## config.mk

```make
export PLATFORM = sky130hd
export DESIGN_NAME = data_fifo
export DESIGN_NICKNAME = d
export VERILOG_FILES = /design/src/rtl/data_fifo.sv
export SDC_FILE = /design/constraint.sdc
export NUM_CORES = 1
export LEC_CHECK = 0
export BUFFER_PORTS_ARGS = -buffer_cell sky130_fd_sc_hd__buf_4
export CORE_MARGIN = 2
export CORE_UTILIZATION = 59
export CTS_BUF_LIST = sky130_fd_sc_hd__clkbuf_2 sky130_fd_sc_hd__clkbuf_4 sky130_fd_sc_hd__clkbuf_8
export CTS_CLUSTER_DIAMETER = 40
export DETAILED_ROUTE_END_ITERATION = 16
export GPL_TIMING_DRIVEN = 0
export HOLD_SLACK_MARGIN = 0.1
export PLACE_DENSITY = 0.77
export SLEW_MARGIN = 20
export SYNTH_ARGS = -nofsm -noshare
export SYNTH_HDL_FRONTEND = slang
export SYNTH_SLANG_ARGS = --single-unit
```

## constraint.sdc

```tcl
create_clock -name clk -period 6.73 [get_ports clk]
set_input_delay 1.0095 -clock clk [delete_from_list [all_inputs] [get_ports clk]]
set_output_delay 1.0095 -clock clk [all_outputs]
set_load 0.1 [all_outputs]
```

## src/rtl/data_fifo.sv

```systemverilog
// data_fifo: first-word-fall-through synchronous FIFO with valid/ready on both sides.
// Define FIFO_LEVEL_EN to expose the occupancy port `level`.
module data_fifo #(
    parameter int WIDTH = 8,
    parameter int DEPTH = 16,
    parameter int AW    = $clog2(DEPTH)
) (
    input  logic             clk,
    input  logic             rst,
    input  logic             wr_valid,
    output logic             wr_ready,
    input  logic [WIDTH-1:0] wr_data,
    output logic             rd_valid,
    input  logic             rd_ready,
    output logic [WIDTH-1:0] rd_data,
    output logic             overflow,
`ifdef FIFO_LEVEL_EN
    output logic             underflow,
    output logic [AW:0]      level
`else
    output logic             underflow
`endif
);

    localparam logic [AW:0] LP_FULL = (AW+1)'(DEPTH);

    logic [WIDTH-1:0] r_mem [DEPTH];
    logic [AW-1:0]    r_wr_ptr;
    logic [AW-1:0]    r_rd_ptr;
    logic [AW:0]      r_count;
    logic             r_overflow;
    logic             r_underflow;
    logic             w_push;
    logic             w_pop;

    // Flags come only from registered count, so no input-to-ready path exists.
    assign wr_ready  = (r_count != LP_FULL);
    assign rd_valid  = (r_count != '0);
    assign w_push    = wr_valid & wr_ready;
    assign w_pop     = rd_valid & rd_ready;
    assign rd_data   = rd_valid ? r_mem[r_rd_ptr] : '0;
    assign overflow  = r_overflow;
    assign underflow = r_underflow;

`ifdef FIFO_LEVEL_EN
    assign level = r_count;
`endif

    always_ff @(posedge clk) begin
        if (w_push) begin
            r_mem[r_wr_ptr] <= wr_data;
        end
    end

    always_ff @(posedge clk or posedge rst) begin
        if (rst) begin
            r_wr_ptr    <= '0;
            r_rd_ptr    <= '0;
            r_count     <= '0;
            r_overflow  <= 1'b0;
            r_underflow <= 1'b0;
        end else begin
            if (w_push) begin
                r_wr_ptr <= r_wr_ptr + 1'b1;
            end
            if (w_pop) begin
                r_rd_ptr <= r_rd_ptr + 1'b1;
            end
            if (w_push && !w_pop) begin
                r_count <= r_count + 1'b1;
            end else if (!w_push && w_pop) begin
                r_count <= r_count - 1'b1;
            end
            if (wr_valid && !wr_ready) begin
                r_overflow <= 1'b1;
            end
            if (rd_ready && !rd_valid) begin
                r_underflow <= 1'b1;
            end
        end
    end

endmodule

```

Yosys cells after proc, flatten, opt, wreduce, memory -nomap -nowiden
Memories as Yosys holds them, arrays and structs flattened.
Cells that the tools add are included.
Operators by class
  multiplexer cells: 5
  reductions and logical operators: 10
  bitwise operators: 2
  $add $sub $neg: 4
  equal/unequal tests: 1
Operator list (number)
  two-way mux 5 bit: 2
  adder 4 x 1 -> 4 bit, second input constant: 2
  two-way mux 8 bit: 1
  adder 5 x 1 -> 5 bit, second input constant: 1
  inequality test 5 bit, second input constant: 1
  nonzero test 5 bit: 1
  subtractor 5 x 1 -> 5 bit, second input constant: 1
  logical AND 1 bit: 4
  logical NOT 1 bit: 4
  AND 1 bit: 2
  two-way mux 1 bit: 2
  nonzero test 2 bit: 1
Storage, ports and cells
  output and inout port bits: 12
  RAM bits: 128
  register bits: 15
  logic and storage cells: 28
  bits of input ports: 12
  memories: 1
Memories
  r_mem: words 16, bits a word 8, rd ports 1, clocked after memory_dff 0, write ports 1, RTL line 27  | logic [WIDTH-1:0] r_mem [DEPTH];

Logic depth before layout (Yosys ltp)
Gate-level depths: netlist of run 1.
  depth in word-level cells: 6
  mapped depth: 10
  mapped depth without buffers: 10

Least setup slack after synthesis of run 1
Ideal clock, no wire load.
  path type: register to output
  start point: register r_rd_ptr[1]
  end point: output rd_data[4]
  setup slack: 3.097 ns
  data required time: 5.720 ns
  stages on the path, launching flop included: 7
  path buffers: 2
  arrival time: 2.624 ns
  cells stage by stage: dfrtp_1 -> buf_6 -> buf_12 -> mux4_1 -> mux2_2 -> o21ai_1 -> a21oi_1
On the way
  longest elaborated chain between the ends: 2
Ends and longest elaborated chain
  start: declaration: RTL line 29  | logic [AW-1:0] r_rd_ptr;
  start signal: assignment: RTL line 67  | r_rd_ptr <= r_rd_ptr + 1'b1;
  memory (16 x 8 bit)
  two-way mux 8 bit: RTL line 41  | assign rd_data = rd_valid ? r_mem[r_rd_ptr] : '0;
  end: declaration: RTL line 15  | output logic [WIDTH-1:0] rd_data,
Every way passes these cells.

Final worst setup path of run 1
  start point: register r_rd_ptr[0]
  end point: output rd_data[2]
Same word-level chain as after synthesis.

==> summary.txt, run 1 <==
Logic synthesis
  • Cell area after synthesis: ~0.006 mm²
  • Post-synthesis register bit count: 143
  • Library cell with the highest instance count after synthesis: sky130_fd_sc_hd__edfxtp_1
  • Part of the Yosys area used for sequential elements: 71.5%
  • Area leader, netlist: sky130_fd_sc_hd__edfxtp_1
  • Share of flip-flops with an asynchronous set or reset: 10.5%
  • Nets in the synthesized netlist: 322
  • Main area contributors after synthesis: sky130_fd_sc_hd__edfxtp_1 65%, sky130_fd_sc_hd__mux4_2 8.8%, sky130_fd_sc_hd__dfrtp_1 6.4%
  • Synth Instances: 300
  • Most common library cells after synthesis: 128 x sky130_fd_sc_hd__edfxtp_1, 23 x sky130_fd_sc_hd__mux4_2, 15 x sky130_fd_sc_hd__dfrtp_1
  • Avg Cell Area, Syn: 19.7 µm²
  • Fraction of synthesized cell area taken by the top area cell type: 65.1%
  • EDFF count, synth: 128
  • Yosys synthesis warning count: 0
  • Number of distinct standard cells referenced by the synthesized netlist: between 40 and 50
  • Most used flip-flop cell after synthesis: sky130_fd_sc_hd__edfxtp_1

Global route
  • Grt peak-use layer: met2
  • Initial antenna violation count: 0
  • Total global-route track usage: 21.0%
  • First-pass GRT wire length: 16400 µm
  • Met1 track utilization from global routing: roughly 27%
  • Number of global-route vias before repair: 3036
  • GRT Residual Overflow: 0
  • Met2 demand-to-capacity share in global routing: 35.3%
  • Pin count of the biggest net entering global routing: 17
  • Met3 Usage GRT: under 10%

Clocking
  • TritonCTS Buffers: 17
  • Quantity of gates resized following cts: 0
  • Post-CTS setup repair buffer count: 0
  • Root buffer selected by CTS: sky130_fd_sc_hd__clkbuf_8
  • Sinks on Clock Net: 143
  • Later-pin clock latency in the skew report: 0.44 ns
  • Clock edge transition at the registers on the reported setup and hold paths: 0.08 ns
  • Count of hold buffers inserted by post-cts repair: 0
  • CTS tree: built
  • Buffers from clock root to sink, at most: 2
  • Number of H-tree branching levels: 4

Worst setup path
  • Endpoint type of the worst setup path: output pin
  • WS Path Type: register to output pin
  • Top fanout value on the critical path: 10
  • Critical Path Source Type: register
  • Arrival time of the worst setup path: 2.47 ns
  • Required time at the worst-slack endpoint: 5.72 ns

Floorplan
  • DIE AREA: between 0.01 and 0.015 mm²
  • Die Height: 104 µm
  • Core area: approximately 0.0097 mm²
  • Site row count: 36
  • Initial standard-cell utilization of the core: 60.7%
  • I/O pin cnt: 24
  • Die width: 104 µm

Power and ir drop
  • Cell leakage power: roughly 2.3 nW
  • Seq pwr share: 35.6%
  • Switching power total: ~1.3 mW
  • Max rail drop VDD: 0.278 mV
  • Power density over the cells: 487 mW/mm²
  • Sw Ratio: between 40 and 50%
  • Clock network power share: between 20% and 30%
  • Internal portion of total power: around 1.9 mW
  • Part of the power in combinational logic: roughly 44%

Layout
  • Final-stage net count: around 360
  • Share of post-route cells with drive strength above 1: 29.9%
  • Diode insertion count for antenna repair: 0
  • Synthesis-to-finish area growth: 12.6%
  • Non-filler instance count after layout: a little under 500

Placement
  • Placed instance count: 456
  • Hpwl dp: 6990 µm
  • Placer Congestion: 0.776
  • Number of port buffers: 23

Timing
  • Clock skew after layout: roughly 0.0088 ns
  • Max-slew violations: 0
  • Actual transition at the worst max-transition pin: between 0.9 and 1 ns
  • Worst max-slew margin expressed relative to the limit: about a third
  • Highest clock frequency the design can meet: 288 MHz
  • Min Clock Period, post-route: 3.47 ns
  • Setup TNS: 0 ns
  • Setup Viol. Count Final: 0
  • Count of final hold-check violations: 0
  • Final worst-path cycle share: 51.6%
  • Unrepaired setup endpoints after global routing: no

Detailed routing
  • Violation count after the first detailed-routing iteration: 171
  • Overall via count from detail_route: 2850
  • Number of vias per cell after detailed routing: between 5 and 6
  • Iteration count of the initial detailed-routing pass: 6
  • Remaining DRCs: 0
  • DR WL/cell: roughly 21 µm
  • Count of nets left with antenna violations after detail routing: 0
  • Total Routed Length: 10500 µm

Job
  • Total of max-cap violations: 0

Hold path
  • Worst hold-check path type: register to register

Outcome
  • Status: completed
[cells in the final DEF, fill, tap and decap left out, drive strengths merged, types with 2 or more instances in the layout]
master / netlist / routed
mux4: 32 / 32
inv: 5 / 12
nor4: 2 / 2
a21boi: 2 / 2
nor2: 13 / 13
nor3: 5 / 5
clkinvlp: 0 / 3
xnor2: 8 / 8
o21ai: 11 / 11
nand2: 10 / 10
nand3: 2 / 2
clkinv: 0 / 4
mux2i: 8 / 8
ha: 9 / 9
nand2b: 3 / 3
dfrtp: 15 / 15
edfxtp: 128 / 128
a21o: 2 / 2
mux2: 10 / 10
clkbuf: 3 / 20
a21oi: 10 / 10
buf: 13 / 36
[power groups by stage]
stage	clock, mW	combinational, mW	sequential (mW)
final	0.646	1.44	1.15
after global placement	0	1.41	1.16
after detailed placement	0	1.44	1.17
after CTS	0.653	1.44	1.15
after global routing	0.694	1.52	1.16
after floorplan	0	1.10	1.20
[per-stage QoR]
step | utilization, % | hold slack, ns | setup WS (ns) | power, mW | area, µm²
2_1_floorplan | - | 0.500 | 3.10 | 2.30 | 5900
3_3_place_gp | 64.1 | 0.450 | 3.33 | 2.57 | 6240
3_5_place_dp | 64.4 | 0.464 | 3.22 | 2.61 | 6260
4_1_cts | 68.3 | 0.482 | 3.23 | 3.25 | 6650
5_1_grt | 68.3 | 0.506 | 3.13 | 3.38 | 6650
6_report | 68.3 | 0.478 | 3.26 | 3.23 | 6650
[state kept, by name, indices dropped and copies added, names as in the netlist]
signal     flops
r_rd_ptr       4
r_mem        128
underflow      1
overflow       1
r_wr_ptr       4
r_count        5
[cell families after synthesis]
family                   Yosys count  synth area share (%)
adder cells (fa/ha/maj)           10                  2.25
flip-flops                       143                  71.5
XOR/XNOR                           9                  1.34
AO/OA/AOI/OAI                     30                  3.05
buffers and inverters             21                  2.88
AND/OR/NAND/NOR                   37                  2.95
multiplexers                      50                  16.0
[critical path, stage by stage, from the launching register on]
cell and delay (ns):
sky130_fd_sc_hd__dfrtp_1 0.37, sky130_fd_sc_hd__buf_2 0.30, sky130_fd_sc_hd__buf_6 0.24, sky130_fd_sc_hd__mux4_2 0.55
sky130_fd_sc_hd__mux2i_1 0.20, sky130_fd_sc_hd__a21oi_1 0.12, sky130_fd_sc_hd__buf_4 0.24
[final timing paths]
| kind | from | to | slack, ns | cells after the start |
|---|---|---|---|---|
| min reg2reg | overflow | overflow | 0.48 | 1 |
| max in group asynchronous | rst | r_count[3] | 5.70 | 2 |
| max | r_rd_ptr[0] | rd_data[2] | 3.26 | 6 |
| min | overflow | overflow | 0.48 | 1 |
| min in group asynchronous | rst | r_wr_ptr[0] | 0.64 | 2 |
| max reg2reg | r_count[0] | r_count[4] | 3.42 | 10 |
[cell type report]
type                            count  area (µm²)
Sequential cell                   143        4220
Clock inverter                     15         150
Fill cell                         623        3080
Inverter                            5        18.8
Tap cell                          133         166
Clock buffer                       17         234
Buffer                             16         151
Multi-Input combinational cell    136        1530
Timing Repair Buffer               23         173
[routing by layer]
metal  vias to the layer above  share of wire (%)
met5                         -                  0
met4                         0                1.5
met3                        14                5.0
met2                        75                 52
met1                      1469                 41
li1                       1292                  -
Note: power is estimated with default switching activity, not from simulation.
==> run 2: changes to the inputs <==
ABC_AREA = 1   (was default)
CORE_UTILIZATION = 58   (was 59)
PLACE_DENSITY = 0.79   (was 0.77)
clock period = 3.15 ns   (was 6.73 ns; I/O delays follow)
==> run 2 against run 1 <==
- sequential power rose by 110%
- synthesized cell count rose by 81%
- area after synthesis rose by 3.6%
- clock power rose by 120%
- setup slack got worse by 2.9 ns
- total power rose by 130%
- count of clock-buffer cells in the layout rose by 5
- combinational power rose by 150%
- critical path type unchanged
==> summary.txt, run 2 <==
Layout
  • Synthesis-to-finish area growth: 12.3%
  • Final-stage net count: 606
  • Share of post-route cells with drive strength above 1: approximately 16%
  • Max FFs per register: approximately 130
  • Most common cell after layout, fill and taps aside: sky130_fd_sc_hd__nand2_1
  • Leading cell types in the layout, fill and taps excluded: 190 x sky130_fd_sc_hd__nand2_1, 128 x sky130_fd_sc_hd__edfxtp_1, 102 x sky130_fd_sc_hd__nand3_1
  • Largest registers: r_mem x128, r_count x5
  • Diode insertion count for antenna repair: 0
  • Final Cell Area: 0.00686 mm²
  • Largest Register: r_mem
  • Fin util: 66.8%

Logic synthesis
  • Compound-cell area share of the yosys netlist: 1.33%
  • Share of flip-flops with an asynchronous set or reset: a little over a tenth
  • Most used flip-flop cell after synthesis: sky130_fd_sc_hd__edfxtp_1
  • Main area contributors after synthesis: sky130_fd_sc_hd__edfxtp_1 63%, sky130_fd_sc_hd__nand2_1 12%, sky130_fd_sc_hd__nand3_1 8.4%
  • Cell area after synthesis: between 0.006 and 0.007 mm²
  • Multiplexer share of the synthesized area: 0%
  • Yosys synthesis warning count: 0
  • EDFF count, synth: 128
  • Dominant combinational cell family by area after synthesis: simple AND/OR/NAND/NOR gates
  • Number of distinct standard cells referenced by the synthesized netlist: 27
  • Fraction of synthesized cell area taken by the top area cell type: 62.9%
  • Most common library cells after synthesis: 190 x sky130_fd_sc_hd__nand2_1, 128 x sky130_fd_sc_hd__edfxtp_1, 102 x sky130_fd_sc_hd__nand3_1
  • Post-synthesis register bit count: approximately 140
  • Synth Instances: 542
  • Part of the Yosys area used for sequential elements: 69.0%
  • Area leader, netlist: sky130_fd_sc_hd__edfxtp_1
  • Adder-cell area share of the yosys netlist: under 10%
  • Fraction of synthesized cell area in xor and xnor cells: 1.43%
  • Nets in the synthesized netlist: 564
  • Post-synthesis simple-gate area fraction: 22.3%
  • Library cell with the highest instance count after synthesis: sky130_fd_sc_hd__nand2_1
  • Avg Cell Area, Syn: between 10 and 15 µm²

Floorplan
  • DIE AREA: approximately 0.011 mm²
  • Die Height: 107 µm
  • I/O pin cnt: 24
  • Core area: 0.0103 mm²
  • Die width: between 100 and 150 µm
  • Site row count: 37
  • Initial standard-cell utilization of the core: 59.5%

Timing
  • Highest clock frequency the design can meet: 353 MHz
  • Clock skew after layout: 0.0132 ns
  • Worst max-slew margin expressed relative to the limit: 25.6%
  • Setup Viol. Count Final: 0
  • Final worst-path cycle share: 90.0%
  • Count of final hold-check violations: 0
  • Actual transition at the worst max-transition pin: 1.11 ns
  • Min Clock Period, post-route: between 2 and 3 ns
  • Setup TNS: 0 ns
  • Unrepaired setup endpoints after global routing: no
  • Final setup slack of the worst path: approximately 0.32 ns
  • Max-slew violations: 0

Detailed routing
  • DR WL/cell: 19.2 µm
  • Remaining DRCs: 0
  • Count of nets left with antenna violations after detail routing: 0
  • Overall via count from detail_route: 4210
  • Iteration count of the initial detailed-routing pass: 5
  • Number of vias per cell after detailed routing: roughly 5.7
  • Total Routed Length: roughly 14000 µm
  • Violation count after the first detailed-routing iteration: 465

Power and ir drop
  • Cell leakage power: 2.65 nW
  • Power density over the cells: between 1000 and 1500 mW/mm²
  • Power after layout: 7.47 mW
  • Max rail drop VDD: 1.53 mV

Global route
  • Number of global-route vias before repair: 4102
  • Total global-route track usage: 26.8%
  • First-pass GRT wire length: 21800 µm
  • Grt peak-use layer: met2
  • Initial antenna violation count: 0
  • Met3 Usage GRT: 4.98%
  • Pin count of the biggest net entering global routing: 17
  • Met2 demand-to-capacity share in global routing: 42.6%
  • Met1 track utilization from global routing: 36.3%
  • GRT Residual Overflow: 0

Clocking
  • Buffers from clock root to sink, at most: 2
  • Root buffer selected by CTS: sky130_fd_sc_hd__clkbuf_8
  • Post-CTS setup repair buffer count: 0
  • Quantity of gates resized following cts: 0
  • Clock edge transition at the registers on the reported setup and hold paths: 0.08 ns
  • Count of hold buffers inserted by post-cts repair: 0
  • Later-pin clock latency in the skew report: roughly 0.45 ns
  • Sinks on Clock Net: 143
  • TritonCTS Buffers: 17
  • CTS tree: built
  • Number of H-tree branching levels: 4

Hold path
  • Worst hold-check path type: input port to asynchronous set/reset pin

Placement
  • Hpwl dp: about 9100 µm
  • Cell area after placement: 0.00646 mm²
  • Number of port buffers: 23
  • Post-Place Setup Slack: about 0.52 ns
  • Placer Congestion: approximately 0.94

Worst setup path
  • Critical Path Source Type: register
  • Critical Path, Cell by Cell: inv_2 -> buf_4 -> buf_4 -> nand2_1 -> nand3_1 -> nand3_1 -> nand2_1 -> nand2_1 -> a21oi_1 -> buf_4
  • Count of cells along the worst register-to-register path: 14
  • Top fanout value on the critical path: 10
  • Largest delay contributor family on the critical path: buffers and inverters
  • Arrival time of the worst setup path: 2.36 ns
  • Endpoint type of the worst setup path: output pin
  • Worst reg2reg setup slack: about 0.46 ns
  • Peak per-stage delay on the critical path: 0.44 ns
  • WS Path Type: register to output pin
  • Required time at the worst-slack endpoint: 2.68 ns
  • Worst-path cell with the longest stage delay: sky130_fd_sc_hd__dfrtp_1
  • Worst reg2reg startpoint: r_count[1]
  • Worst R2R End: r_count[4]
  • Buffer and inverter count on the worst path: 4

Job
  • Total of max-cap violations: 0

Outcome
  • Status: completed
run 2: power by group:
group,internal [mW],switching (mW)
Combinational,0.918,2.65
Clock,0.767,0.669
Sequential,2.33,0.139
Total,4.01,3.46
run 2: kinds of logic after synthesis:
family | Yosys count
DFF | 143
AOI/OAI and AO/OA | 15
xor gates and xnor gates | 10
and+or+nand+nor | 320
adders and majority gates | 10
buffers and inverters | 44
run 2: area by class of cell:
type                    count  area (µm²)
well taps                 136         170
repair buffers             23         173
plain buffers              26         159
inverters                  18        67.6
clock buffers              22         284
fillers                   741        3410
clock inverters            10         115
multi-input cells         355        1680
flip-flops and latches    143        4220
run 2: worst max-delay path by stage:
stage / end / slack, ns / cells after the start / from
after CTS: rd_data[4] / 0.34 / 8 / r_rd_ptr[1]
after floorplan: rd_data[6] / 0.18 / 9 / r_rd_ptr[0]
after global routing: r_count[4] / 0.24 / 14 / r_count[1]
after global placement: r_count[4] / 0.63 / 14 / r_count[1]
after detailed placement: r_count[4] / 0.52 / 14 / r_count[1]
final: rd_data[4] / 0.32 / 10 / r_rd_ptr[0]
run 2: stage by stage:
stage	hold WS, ns	instances
after global placement	0.443	701
after detailed placement	0.454	701
after floorplan	0.374	542
after global routing	0.166	733
final	0.124	733
after CTS	0.116	733
run 2: per-layer routing:
layer | vias up | share of wire, %
met2 | 226 | 48
met1 | 2008 | 39
met3 | 36 | 9.4
li1 | 1940 | -
met4 | 0 | 2.9
met5 | - | 0
